--- src/rtl/rr_arbiter_if.sv ---
// rr_arbiter_if: request/grant bundle between requesting ports
// and the round-robin arbiter.
interface rr_arbiter_if #(
  parameter int PORTS = 4
);
  localparam int W = $clog2(PORTS);

  logic [PORTS-1:0] request;
  logic [PORTS-1:0] acknowledge;
  logic [PORTS-1:0] grant;
  logic             grant_valid;
  logic [W-1:0]     grant_encoded;
  logic             hold_timeout;

  modport master (
    output request,
    output acknowledge,
    input  grant,
    input  grant_valid,
    input  grant_encoded,
    input  hold_timeout
  );

  modport slave (
    input  request,
    input  acknowledge,
    output grant,
    output grant_valid,
    output grant_encoded,
    output hold_timeout
  );
endinterface

--- src/rtl/rr_arbiter.sv ---
// rr_arbiter: registered round-robin arbiter over PORTS requesters.
// Forced release after MAX_HOLD cycles: RR_ARBITER_HOLD_TIMEOUT_EN.
module priority_encoder #(
  parameter int    WIDTH        = 4,
  parameter string LSB_PRIORITY = "LOW"
) (
  input  logic [WIDTH-1:0]         input_unencoded,
  output logic                     output_valid,
  output logic [$clog2(WIDTH)-1:0] output_encoded,
  output logic [WIDTH-1:0]         output_unencoded
);
  localparam int W = $clog2(WIDTH);

  always_comb begin
    output_encoded = '0;
    if (LSB_PRIORITY == "LOW") begin
      for (int i = WIDTH - 1; i >= 0; i--)
        if (input_unencoded[i]) output_encoded = W'(i);
    end else begin
      for (int i = 0; i < WIDTH; i++)
        if (input_unencoded[i]) output_encoded = W'(i);
    end
  end

  assign output_valid = |input_unencoded;
  assign output_unencoded = output_valid ?
    (WIDTH'(1) << output_encoded) : '0;
endmodule

module rr_arbiter #(
  parameter int    PORTS        = 4,
  parameter string BLOCK        = "NONE",
  parameter string LSB_PRIORITY = "LOW",
  parameter int    MAX_HOLD     = 16
) (
  input logic         clk,
  input logic         rst,
  rr_arbiter_if.slave arb
);
  localparam int W = $clog2(PORTS);

  typedef enum logic {IDLE, GRANTED} state_t;

  state_t           state;
  logic [PORTS-1:0] grant;
  logic [PORTS-1:0] mask;
  logic [PORTS-1:0] mask_next;
  logic [PORTS-1:0] cand;
  logic [PORTS-1:0] masked;
  logic [PORTS-1:0] u_oh;
  logic [PORTS-1:0] m_oh;
  logic [PORTS-1:0] win_oh;
  logic [W-1:0]     enc;
  logic [W-1:0]     u_enc;
  logic [W-1:0]     m_enc;
  logic [W-1:0]     win;
  logic             valid;
  logic             u_vld;
  logic             m_vld;
  logic             req_hit;
  logic             ack_hit;
  logic             rel;
  logic             timeout;
  logic             rearb;

  assign req_hit = |(arb.request & grant);
  assign ack_hit = |(arb.acknowledge & grant);

  always_comb begin
    rel = 1'b1;
    if (BLOCK == "REQUEST")
      rel = !req_hit;
    else if (BLOCK == "ACKNOWLEDGE")
      rel = ack_hit;
  end

`ifdef RR_ARBITER_HOLD_TIMEOUT_EN
  localparam int CW = $clog2(MAX_HOLD + 1);
  logic [CW-1:0] cnt;
  logic          hold;

  assign timeout = (BLOCK != "NONE") &&
                   (state == GRANTED) &&
                   (cnt == CW'(MAX_HOLD));
  assign arb.hold_timeout = hold;
`else
  assign timeout = 1'b0;
  assign arb.hold_timeout = 1'b0;
`endif

  assign rearb = (state == IDLE) || rel || timeout;

  // a timed-out holder sits out exactly one arbitration
  assign cand   = timeout ? (arb.request & ~grant) : arb.request;
  assign masked = cand & mask;

  priority_encoder #(
    .WIDTH        (PORTS),
    .LSB_PRIORITY (LSB_PRIORITY)
  ) u_pe (
    .input_unencoded  (cand),
    .output_valid     (u_vld),
    .output_encoded   (u_enc),
    .output_unencoded (u_oh)
  );

  priority_encoder #(
    .WIDTH        (PORTS),
    .LSB_PRIORITY (LSB_PRIORITY)
  ) m_pe (
    .input_unencoded  (masked),
    .output_valid     (m_vld),
    .output_encoded   (m_enc),
    .output_unencoded (m_oh)
  );

  assign win    = m_vld ? m_enc : u_enc;
  assign win_oh = m_vld ? m_oh : u_oh;

  always_comb begin
    mask_next = '0;
    for (int i = 0; i < PORTS; i++)
      mask_next[i] = (LSB_PRIORITY == "LOW") ?
        (i > int'(win)) : (i < int'(win));
  end

  always_ff @(posedge clk or posedge rst) begin
    if (rst) begin
      state <= IDLE;
      grant <= '0;
      valid <= 1'b0;
      enc   <= '0;
      mask  <= '1;
`ifdef RR_ARBITER_HOLD_TIMEOUT_EN
      cnt   <= '0;
      hold  <= 1'b0;
`endif
    end else begin
`ifdef RR_ARBITER_HOLD_TIMEOUT_EN
      hold <= timeout;
      if (rearb)
        cnt <= '0;
      else if (BLOCK != "NONE")
        cnt <= cnt + 1'b1;
`endif
      if (rearb) begin
        if (u_vld) begin
          state <= GRANTED;
          grant <= win_oh;
          valid <= 1'b1;
          enc   <= win;
          mask  <= mask_next;
        end else begin
          state <= IDLE;
          grant <= '0;
          valid <= 1'b0;
        end
      end
    end
  end

  assign arb.grant         = grant;
  assign arb.grant_valid   = valid;
  assign arb.grant_encoded = enc;
endmodule

--- src/flat_wrapper.sv ---
// flat-port wrapper written by rule: the top's interface ports become plain ports
module rr_arbiter_flat 
#(
  parameter int    PORTS        = 4,
  parameter string BLOCK        = "    ",
  parameter string LSB_PRIORITY = "   ",
  parameter int    MAX_HOLD     = 16
)
  (clk, rst, arb_request, arb_acknowledge, arb_grant, arb_grant_valid, arb_grant_encoded, arb_hold_timeout);
  rr_arbiter_if #(.PORTS(PORTS)) arb_i ();
  input logic clk;
  input logic rst;
  input wire logic [$bits(arb_i.request)-1:0] arb_request;
  input wire logic [$bits(arb_i.acknowledge)-1:0] arb_acknowledge;
  output wire logic [$bits(arb_i.grant)-1:0] arb_grant;
  output wire logic [$bits(arb_i.grant_valid)-1:0] arb_grant_valid;
  output wire logic [$bits(arb_i.grant_encoded)-1:0] arb_grant_encoded;
  output wire logic [$bits(arb_i.hold_timeout)-1:0] arb_hold_timeout;
  assign arb_i.request = arb_request;
  assign arb_i.acknowledge = arb_acknowledge;
  assign arb_grant = arb_i.grant;
  assign arb_grant_valid = arb_i.grant_valid;
  assign arb_grant_encoded = arb_i.grant_encoded;
  assign arb_hold_timeout = arb_i.hold_timeout;
  rr_arbiter #(.PORTS(PORTS), .BLOCK(BLOCK), .LSB_PRIORITY(LSB_PRIORITY), .MAX_HOLD(MAX_HOLD)) u_core (.clk(clk), .rst(rst), .arb(arb_i));
endmodule
--- config.mk ---
export PLATFORM = sky130hd
export DESIGN_NAME = rr_arbiter_flat
export DESIGN_NICKNAME = d
export VERILOG_FILES = /design/src/rtl/rr_arbiter_if.sv /design/src/rtl/rr_arbiter.sv /design/src/flat_wrapper.sv
export SDC_FILE = /design/constraint.sdc
export NUM_CORES = 1
export LEC_CHECK = 0
export ABC_AREA = 1
export BUFFER_PORTS_ARGS = -buffer_cell sky130_fd_sc_hd__buf_2
export CAP_MARGIN = 40
export CORE_UTILIZATION = 43
export CTS_CLUSTER_DIAMETER = 200
export DETAILED_ROUTE_END_ITERATION = 10
export PLACE_DENSITY = 0.71
export SYNTH_ARGS = -nofsm -noshare
export SYNTH_HDL_FRONTEND = slang
export SYNTH_HIERARCHICAL = 1
export SYNTH_SLANG_ARGS = --single-unit
--- constraint.sdc ---
create_clock -name clk -period 1.25 [get_ports clk]
set_input_delay 0.0625 -clock clk [delete_from_list [all_inputs] [get_ports clk]]
set_output_delay 0.0625 -clock clk [all_outputs]
set_load 0.02 [all_outputs]
==> flow_metrics.py, run 1 <==
metrics = {
    "setup_path": {
        "ff2ff_path_depth": 9,
        "path_common_cell": "nand2_2",
        "end_kind": "flop",
        "crit_fanout": 6,
        "reg2reg_setup_slack_ns": 0.004,
        "critPathLaunchType": "flop",
        "rr_startpoint": "u_core/mask[0]",
        "critPathSlowestCell": "dfstp_2",
        "arrival_ns": 1.40,
        "cp_cell_sequence": "nand2_1 > inv_1 > nor2_1 > nand2_2 > inv_4 > nand2_2 > nand2_2 > nand2_2 > nand2_1",
        "critPathKind": "flop to flop",
        "r2r_end": "u_core/arb.grant_encoded[1]",
        "max_stage_delay_ns": 0.54,
        "worst-endpoint-required_ns": 1.41,
    },
    "power_and_ir_drop": {
        "leakage_nw": 0.4148,
        "total_power_mw": 1.459,
        "ir_drop_mv": 0.7918,
        "p_per_area_nw_per_um2": 1979,
    },
    "die": {
        "die_height_um": 39.10,
        "fp.dieW_um": 39.10,
        "fp.dieArea_um2": 1529,
        "core_area_um2": 1285,
        "fp-row-count": 13,
        "io_pins": 18,
        "start_util": 0.4606,
    },
    "timing": {
        "period_share": 0.9966,
        "slew_violations": 0,
        "rsz0062_at_grt": "true",
        "setup_tns_ns": 0,
        "final_hold_viol_count": 0,
        "fmax_mhz": 802.7,
        "clock_skew_ns": 0.002431,
        "period_needed_ns": 1.246,
        "setup_viol": 0,
    },
    "synth": {
        "ys_seq_elements": 11,
        "synthCells": 84,
        "synth.area.top_cells": "dfrtp_1 (30%), dfstp_2 (18%), nand2_1 (13%), nor2_1 (12%), nand2_2 (7.4%)",
        "synth_cell_type_count": 14,
        "synth_edf_count": 0,
        "synth_area_per_cell_um2": 7.045,
        "yosys_warnings": 6,
        "syn_area_um2": 591.8,
        "synth_top_cell_area_share": 0.2960,
        "yosysMostFrequentCell": "nand2_1",
        "yosys.area.top_type": "dfrtp_1",
        "async_flop_share": 1.000,
        "syn-num-nets": 94,
        "synthFlopType": "dfrtp_1",
        "ys_seq_area_frac": 0.4736,
        "yosys-top-cells-count": "nand2_1 (20), nor2_1 (19), inv_1 (9)",
    },
    "min_path": {
        "hold_class": "primary input to flop",
        "holdPathEnd": "u_core/arb.grant[3]",
        "holdPathStages": 3,
        "min-delay-start": "arb_request[3]",
    },
    "placed_design": {
        "placed_area_um2": 683.2,
        "place_hpwl_um": 799,
        "gp_congestion": 0.7611,
        "portBuffers": 12,
    },
    "finish": {
        "fin_nets": 112,
        "syn2layout_area_growth_pct": 24.52,
        "stdcell_area_um2": 737.0,
        "n_antenna_cell": 0,
        "drive_above_1_share": 0.4257,
    },
    "cts": {
        "clock-root-buffer": "clkbuf_4",
        "post_cts_buffers": 0,
        "cts.htree.levels": 1,
        "clock_latency_ns": 0.27,
        "path_clk_slew_ns": 0.07,
        "cts_buffers": 3,
        "clock_path_buffers": 2,
        "cts_tree": "yes",
        "clock_sinks": 11,
    },
    "drt": {
        "postRouteWirelength_um": 1129,
        "ant_nets": 0,
        "vias": 511,
        "drt_first_pass_iters": 4,
        "via_per_inst": 4.405,
        "drc": 0,
        "wire_per_inst_um": 9.733,
        "drtIter0Drc": 10,
    },
    "run": {
        "cap_viol_max_count": 0,
    },
    "grt": {
        "grt-ovfl-total": 0,
        "antenna_found_initial": 0,
        "grt_pass1_vias": 432,
        "grt_max_degree": 12,
        "grt_pass1_wl_um": 1704,
        "track_usage": 0.1681,
    },
    "status": {
        "outcome": "finished, final reports clean",
    },
}
[metal layers]
layer	vias up	global-route usage	routed length, µm
met5	-	0	0
met4	0	0.1034	10
met3	2	0.03468	28
met2	7	0.2542	560
met1	228	0.2148	529
li1	274	-	-
[through the flow]
step / utilization / setup slack [ns] / cells / hold WS, ns
after floorplan: - / 0.04894 / 84 / -0.08792
after global placement: 0.5316 / 0.02091 / 111 / 0.06637
after detailed placement: 0.5316 / 0.003154 / 111 / 0.07274
after CTS: 0.5599 / 0.004720 / 116 / 0.1113
after global routing: 0.5735 / -0.09334 / 116 / 0.1777
final: 0.5735 / 0.004196 / 116 / 0.1311
[registers in the layout (all words and copies together) (netlist names)]
signal	count
u_core/arb.grant	4
u_core/mask	4
u_core/arb.grant_encoded	2
u_core/arb.grant_valid	1
[where the power goes]
part	internal, mW	total, mW	switching (mW)
clock network	0.123	0.245	0.122
logic	0.238	0.652	0.414
registers	0.513	0.561	0.0482
total	0.875	1.46	0.584
[worst max-delay path by stage]
stage	depth (start not counted)	endpoint	from	slack (ns)
global placement	9	u_core/arb.grant_encoded[1]	u_core/mask[1]	0.02
global route	9	u_core/arb.grant_encoded[0]	u_core/mask[3]	-0.09
floorplan	9	u_core/arb.grant_encoded[0]	u_core/mask[3]	0.05
detailed placement	8	u_core/mask[2]	u_core/mask[1]	0.003
finish	9	u_core/arb.grant_encoded[1]	u_core/mask[0]	0.004
CTS	9	u_core/arb.grant_encoded[1]	u_core/mask[1]	0.005
[cell families after synthesis]
family,after synthesis,synth area share
AOI/OAI and AO/OA,6,0.05074
DFF,11,0.4736
and+or+nand+nor,48,0.3467
other,1,0.006336
buffers and inverters,18,0.1226
[layout by cell type (no fill, tap or decap)]
cell | netlist | layout
nand3_1 | 1 | 1
dfrtp_1 | 7 | 7
inv_1 | 9 | 7
o21ai_0 | 6 | 5
nand2_2 | 7 | 10
clkbuf_4 | 0 | 3
nand3_2 | 1 | 1
dlygate4sd3_1 | 0 | 1
o21ai_2 | 0 | 1
dfstp_2 | 4 | 4
buf_6 | 0 | 1
nand2_1 | 20 | 17
conb_1 | 1 | 1
buf_2 | 0 | 12
buf_4 | 1 | 3
nor2_1 | 19 | 18
inv_2 | 5 | 6
nor2_2 | 0 | 1
clkbuf_1 | 2 | 1
inv_4 | 0 | 1
[layout make-up]
cell class | count | area (µm²)
fillers | 130 | 548.0
flip-flops and latches | 11 | 280.3
multi-input cells | 55 | 252.7
repair buffers | 17 | 103.9
inverters | 14 | 55.05
clock buffers | 4 | 26.28
well taps | 15 | 18.77
[repair_timing]
| action | 4_1_cts | 5_1_grt |
|---|---|---|
| hold endpoints to repair | 7 | 0 |
| resized for setup | 1 | 8 |
| hold buffers | 1 | 0 |
| setup endpoints to repair | 1 | 9 |
| cloned | 0 | 0 |
| pin swaps | 0 | 5 |
[worst max-delay path: cells and delay by family, from the launching register on]
kind                   cells  cell delay (ns)
AND/OR/NAND/NOR            7             0.46
flip-flops                 1             0.54
buffers and inverters      2             0.14
No activity file was read; power rests on OpenSTA's default activity.
==> run 2, diff against run 1 <==
Settings changed: CORE_UTILIZATION 43 to 35, PLACE_DENSITY 0.71 to unset.
==> run 2 against run 1 <==
  * Worst hold slack gained 0.0039 ns
  * Wire length fell by 8.3%
  * Via count up 0.39%
  * Total power rose by 2.4%
  * Critical path depth did not move
  * Flip-flop and latch count unchanged
  * Die area rose by 22%
  * Worst setup slack improved by 0.019 ns
  * Clock-buffer cell count did not move
==> flow_metrics.py, run 2 (synthesis results as in run 1) <==
metrics = {
    "status": {
        "outcome": "finished, final reports clean",
    },
    "finish": {
        "drive_above_1_share": 0.5050,
        "utilization": 0.4976,
        "final_common_cell": "nor2_1",
        "final_cell_mix": "nor2_1 (17), nand2_1 (13), buf_2 (12)",
        "n_antenna_cell": 0,
        "fin_nets": 112,
        "fill_cells": 158,
        "stdcell_area_um2": 767.0,
        "syn2layout_area_growth_pct": 29.60,
    },
    "die": {
        "fp.dieW_um": 43.12,
        "io_pins": 18,
        "core_area_um2": 1541,
        "start_util": 0.3839,
        "fp.dieArea_um2": 1859,
        "fp-row-count": 14,
        "die_height_um": 43.12,
    },
    "setup_path": {
        "critPathKind": "flop to flop",
        "arrival_ns": 1.38,
        "worst-endpoint-required_ns": 1.40,
        "crit_fanout": 6,
        "end_kind": "flop",
        "ff2ff_path_depth": 9,
        "critPathLaunchType": "flop",
    },
    "drt": {
        "postRouteWirelength_um": 1035,
        "wire_per_inst_um": 8.846,
        "drt_first_pass_iters": 2,
        "drtIter0Drc": 1,
        "ant_nets": 0,
        "via_per_inst": 4.385,
        "drc": 0,
        "vias": 513,
    },
    "grt": {
        "grt_pass1_vias": 456,
        "grt-ovfl-total": 0,
        "grt_max_degree": 12,
        "track_usage": 0.1358,
        "antenna_found_initial": 0,
        "grt_pass1_wl_um": 1835,
    },
    "cts": {
        "cts_tree": "yes",
        "post_cts_buffers": 0,
        "clock_path_buffers": 2,
        "path_clk_slew_ns": 0.07,
        "cts_buffers": 3,
        "clock-root-buffer": "clkbuf_4",
        "cts.htree.levels": 1,
        "clock_sinks": 11,
        "clock_latency_ns": 0.26,
    },
    "timing": {
        "slew_violations": 0,
        "setup_viol": 0,
        "final_hold_viol_count": 0,
        "rsz0062_at_grt": "true",
        "fmax_mhz": 814.8,
        "clock_skew_ns": 0.003533,
        "period_needed_ns": 1.227,
        "period_share": 0.9818,
    },
    "min_path": {
        "holdPathStages": 3,
        "hold_class": "primary input to flop",
    },
    "power_and_ir_drop": {
        "ir_drop_mv": 1.025,
        "total_power_mw": 1.493,
        "leakage_nw": 0.4181,
        "p_per_area_nw_per_um2": 1947,
    },
    "placed_design": {
        "gp_congestion": 0.7573,
        "placed_area_um2": 684.4,
        "portBuffers": 12,
        "place_hpwl_um": 772.6,
    },
    "run": {
        "cap_viol_max_count": 0,
    },
}
[run 2: cell types whose count changed in the layout (fill, tap and decap cells not counted), moves of 3 or more]
cell	before	now
inv_1	7	4
nand2_4	0	4
inv_2	6	9
nand2_1	17	13
[run 2: area by class of cell]
| class | count | area, µm² | share of cell area |
|---|---|---|---|
| well taps | 16 | 20.02 | 0.02610 |
| multi-input cells | 55 | 285.3 | 0.3719 |
| flip-flops and latches | 11 | 280.3 | 0.3654 |
| clock buffers | 4 | 26.28 | 0.03426 |
| repair buffers | 17 | 100.1 | 0.1305 |
| inverters | 14 | 55.05 | 0.07178 |
[run 2: final timing paths]
kind	startpoint	end	slack (ns)
max	u_core/mask[2]	u_core/arb.grant_encoded[0]	0.02
max in group asynchronous	rst	u_core/mask[1]	0.60
min in group asynchronous	rst	u_core/arb.grant[2]	0.32
min reg2reg	u_core/mask[3]	u_core/mask[3]	0.45
min	arb_request[3]	u_core/arb.grant[3]	0.14
max reg2reg	u_core/mask[2]	u_core/arb.grant_encoded[0]	0.02
[run 2: metal layers]
layer | GRT usage | wire length, µm | vias up
met4 | 0.07273 | 6 | 0
met2 | 0.2179 | 526 | 8
met3 | 0.02553 | 34 | 2
met5 | 0 | 0 | -
li1 | - | - | 278
met1 | 0.1702 | 467 | 225
[run 2: timing repair]
| item | 4_1_cts | 5_1_grt |
|---|---|---|
| resized for setup | 0 | 20 |
| hold buffers | 1 | 0 |
| hold endpoints to repair | 7 | 0 |
| setup endpoints to repair | 0 | 6 |
[run 2: critical path, stage by stage, from the launching register on]
cell     delay [ns]
dfstp_2        0.53
nand2_1        0.05
inv_2          0.06
nor2_2         0.04
nand2_2        0.12
inv_4          0.07
nand2_2        0.06
nand2_2        0.06
nand2_2        0.07
nand2_1        0.06
[run 2: report_power, final]
group          internal (mW)  switching [mW]
logic                  0.263           0.439
registers              0.513          0.0436
clock network          0.123           0.112
[run 2: per-stage QoR]
step	worst slack (ns)	std cells	hold WS (ns)	setup TNS (ns)
CTS	0.0004157	117	0.1171	0
global route	-0.05950	117	0.1646	-0.1987
floorplan	0.04894	84	-0.08792	0
finish	0.02273	117	0.1350	0
detailed placement	0.01763	112	0.07728	0
global placement	0.01453	112	0.07432	0
==> run 3, diff against run 2 <==
Settings changed: CTS_BUF_LIST set to sky130_fd_sc_hd__clkbuf_2.
Clock period 1.25 ns to 1.5 ns, I/O delays scaled along.
==> run 3 against run 2 <==
  * Clock power shrank 28%
  * Wire length grew 6.7%
  * Fmax shrank 9.0%
  * Non-clock buffer count shrank 3
  * Total power shrank 26%
  * Critical path depth is the same
  * Register-to-register slack gained 0.13 ns
  * Sequential share of layout area grew 4.1 points
  * Via count shrank 2.3%
  * Flip-flop and latch count is the same
  * Critical endpoint unchanged
  * Largest cell class is now sequential cells
==> flow_metrics.py, run 3 (synthesis results as in run 1) <==
metrics = {
    "timing": {
        "final_hold_viol_count": 0,
        "period_share": 0.8995,
        "setup_viol": 0,
        "slew_violations": 0,
        "fmax_mhz": 741.1,
        "whs_ns": 0.1372,
        "period_needed_ns": 1.349,
        "setup_tns_ns": 0,
        "rsz0062_at_grt": "false",
        "clock_skew_ns": 0.003880,
    },
    "finish": {
        "final_common_cell": "nand2_1",
        "n_antenna_cell": 0,
        "instances_no_fill": 114,
        "fin_nets": 109,
        "final_cell_mix": "nand2_1 (20), nor2_1 (19), buf_2 (12)",
        "stdcell_area_um2": 689.4,
        "syn2layout_area_growth_pct": 16.49,
        "drive_above_1_share": 0.3469,
    },
    "status": {
        "outcome": "finished, final reports clean",
    },
    "drt": {
        "drtIter0Drc": 11,
        "vias": 501,
        "drt_first_pass_iters": 4,
        "drc": 0,
        "ant_nets": 0,
        "wire_per_inst_um": 9.684,
        "postRouteWirelength_um": 1104,
        "via_per_inst": 4.395,
    },
    "power_and_ir_drop": {
        "total_power_mw": 1.110,
        "ir_drop_mv": 0.6762,
        "p_per_area_nw_per_um2": 1610,
        "leakage_nw": 0.4018,
    },
    "cts": {
        "post_cts_buffers": 0,
        "cts_buffers": 3,
        "path_clk_slew_ns": 0.11,
        "clock_path_buffers": 2,
        "clock_sinks": 11,
        "cts_tree": "yes",
        "cts_resized": 0,
        "clock_latency_ns": 0.26,
        "clock-root-buffer": "clkbuf_2",
        "cts.htree.levels": 1,
    },
    "placed_design": {
        "dpl.cell_count": 109,
        "place_hpwl_um": 839.8,
        "portBuffers": 12,
        "gp_congestion": 0.7246,
        "placed_area_um2": 659.4,
    },
    "setup_path": {
        "critPathBufInv": 2,
        "max_stage_delay_ns": 0.55,
        "arrival_ns": 1.50,
        "path_common_cell": "nand2_1",
        "worst-endpoint-required_ns": 1.65,
        "ff2ff_path_depth": 9,
        "crit_fanout": 7,
        "cpLargestDelayFamily": "flip-flops",
        "critPathKind": "flop to flop",
        "end_kind": "flop",
        "cp_cell_sequence": "nand2_1 > inv_1 > nor2_1 > nand2_1 > inv_2 > nand2_1 > nand2_2 > nand2_2 > nand2_1",
        "worst-path-stages": 9,
        "critPathSlowestCell": "dfstp_2",
        "critPathLaunchType": "flop",
    },
    "grt": {
        "met3_usage": 0.03830,
        "antenna_found_initial": 0,
        "track_usage": 0.1430,
        "top_usage_layer": "met2",
        "gr-usage-met2": 0.2239,
        "grt_max_degree": 12,
        "grt_pass1_vias": 445,
        "grt-ovfl-total": 0,
        "grt_pass1_wl_um": 1897,
        "use_met1": 0.1707,
    },
    "die": {
        "fp.dieW_um": 43.12,
        "io_pins": 18,
        "fp.dieArea_um2": 1859,
        "core_area_um2": 1541,
        "start_util": 0.3839,
        "fp-row-count": 14,
        "die_height_um": 43.12,
    },
    "min_path": {
        "hold_class": "primary input to flop",
        "holdPathStages": 3,
    },
    "run": {
        "cap_viol_max_count": 0,
    },
}
==> run 3: cell types whose count changed in the layout (fill, tap and decap cells not counted), sizes merged <==
cell  change
buf       -3
==> run 3: stage by stage <==
stage	util	setup WS [ns]
final	0.4472	0.1507
after global routing	0.4472	0.01674
after detailed placement	0.4278	0.1554
after floorplan	-	0.2490
after CTS	0.4472	0.1429
after global placement	0.4278	0.1670
==> run 3: cell type report <==
cell class              instances  area, µm²
clock buffers                   4      20.02
fillers                       161      852.1
inverters                      14      52.55
multi-input cells              55      239.0
flip-flops and latches         11      280.3
well taps                      16      20.02
repair buffers                 14      77.57
==> run 3: worst paths after layout <==
path                           startpoint                           to  slack, ns
hold reg to reg            u_core/mask[3]               u_core/mask[3]       0.45
setup / recovery           u_core/mask[2]  u_core/arb.grant_encoded[0]       0.15
hold / removal             arb_request[3]          u_core/arb.grant[3]       0.14
setup reg to reg           u_core/mask[2]  u_core/arb.grant_encoded[0]       0.15
min in group asynchronous             rst          u_core/arb.grant[0]       0.34
max in group asynchronous             rst               u_core/mask[2]       0.83
==> run 3: power breakdown <==
| part | switching (mW) | leakage, nW | internal (mW) | total [mW] |
|---|---|---|---|---|
| registers | 0.0388 | 0.126 | 0.427 | 0.465 |
| clock network | 0.0997 | 0.0166 | 0.0708 | 0.170 |
| logic | 0.321 | 0.260 | 0.153 | 0.474 |
==> run 3: repair_timing <==
action	in CTS	in global routing
endpoints found under the hold margin	7	0
hold buffers	1	0
setup endpoints to repair	0	0
==> run 3: tightest hold or removal path, cell delays in order <==
cell	delay (ns)
buf_2	0.12
o21ai_0	0.08
nor2_1	0.08
==> run 3: metal layers <==
| metal | up-vias | part of all wire |
|---|---|---|
| met5 | - | 0 |
| met4 | 0 | 0 |
| met3 | 0 | 0.037 |
| met2 | 10 | 0.50 |
| met1 | 221 | 0.46 |
| li1 | 270 | - |
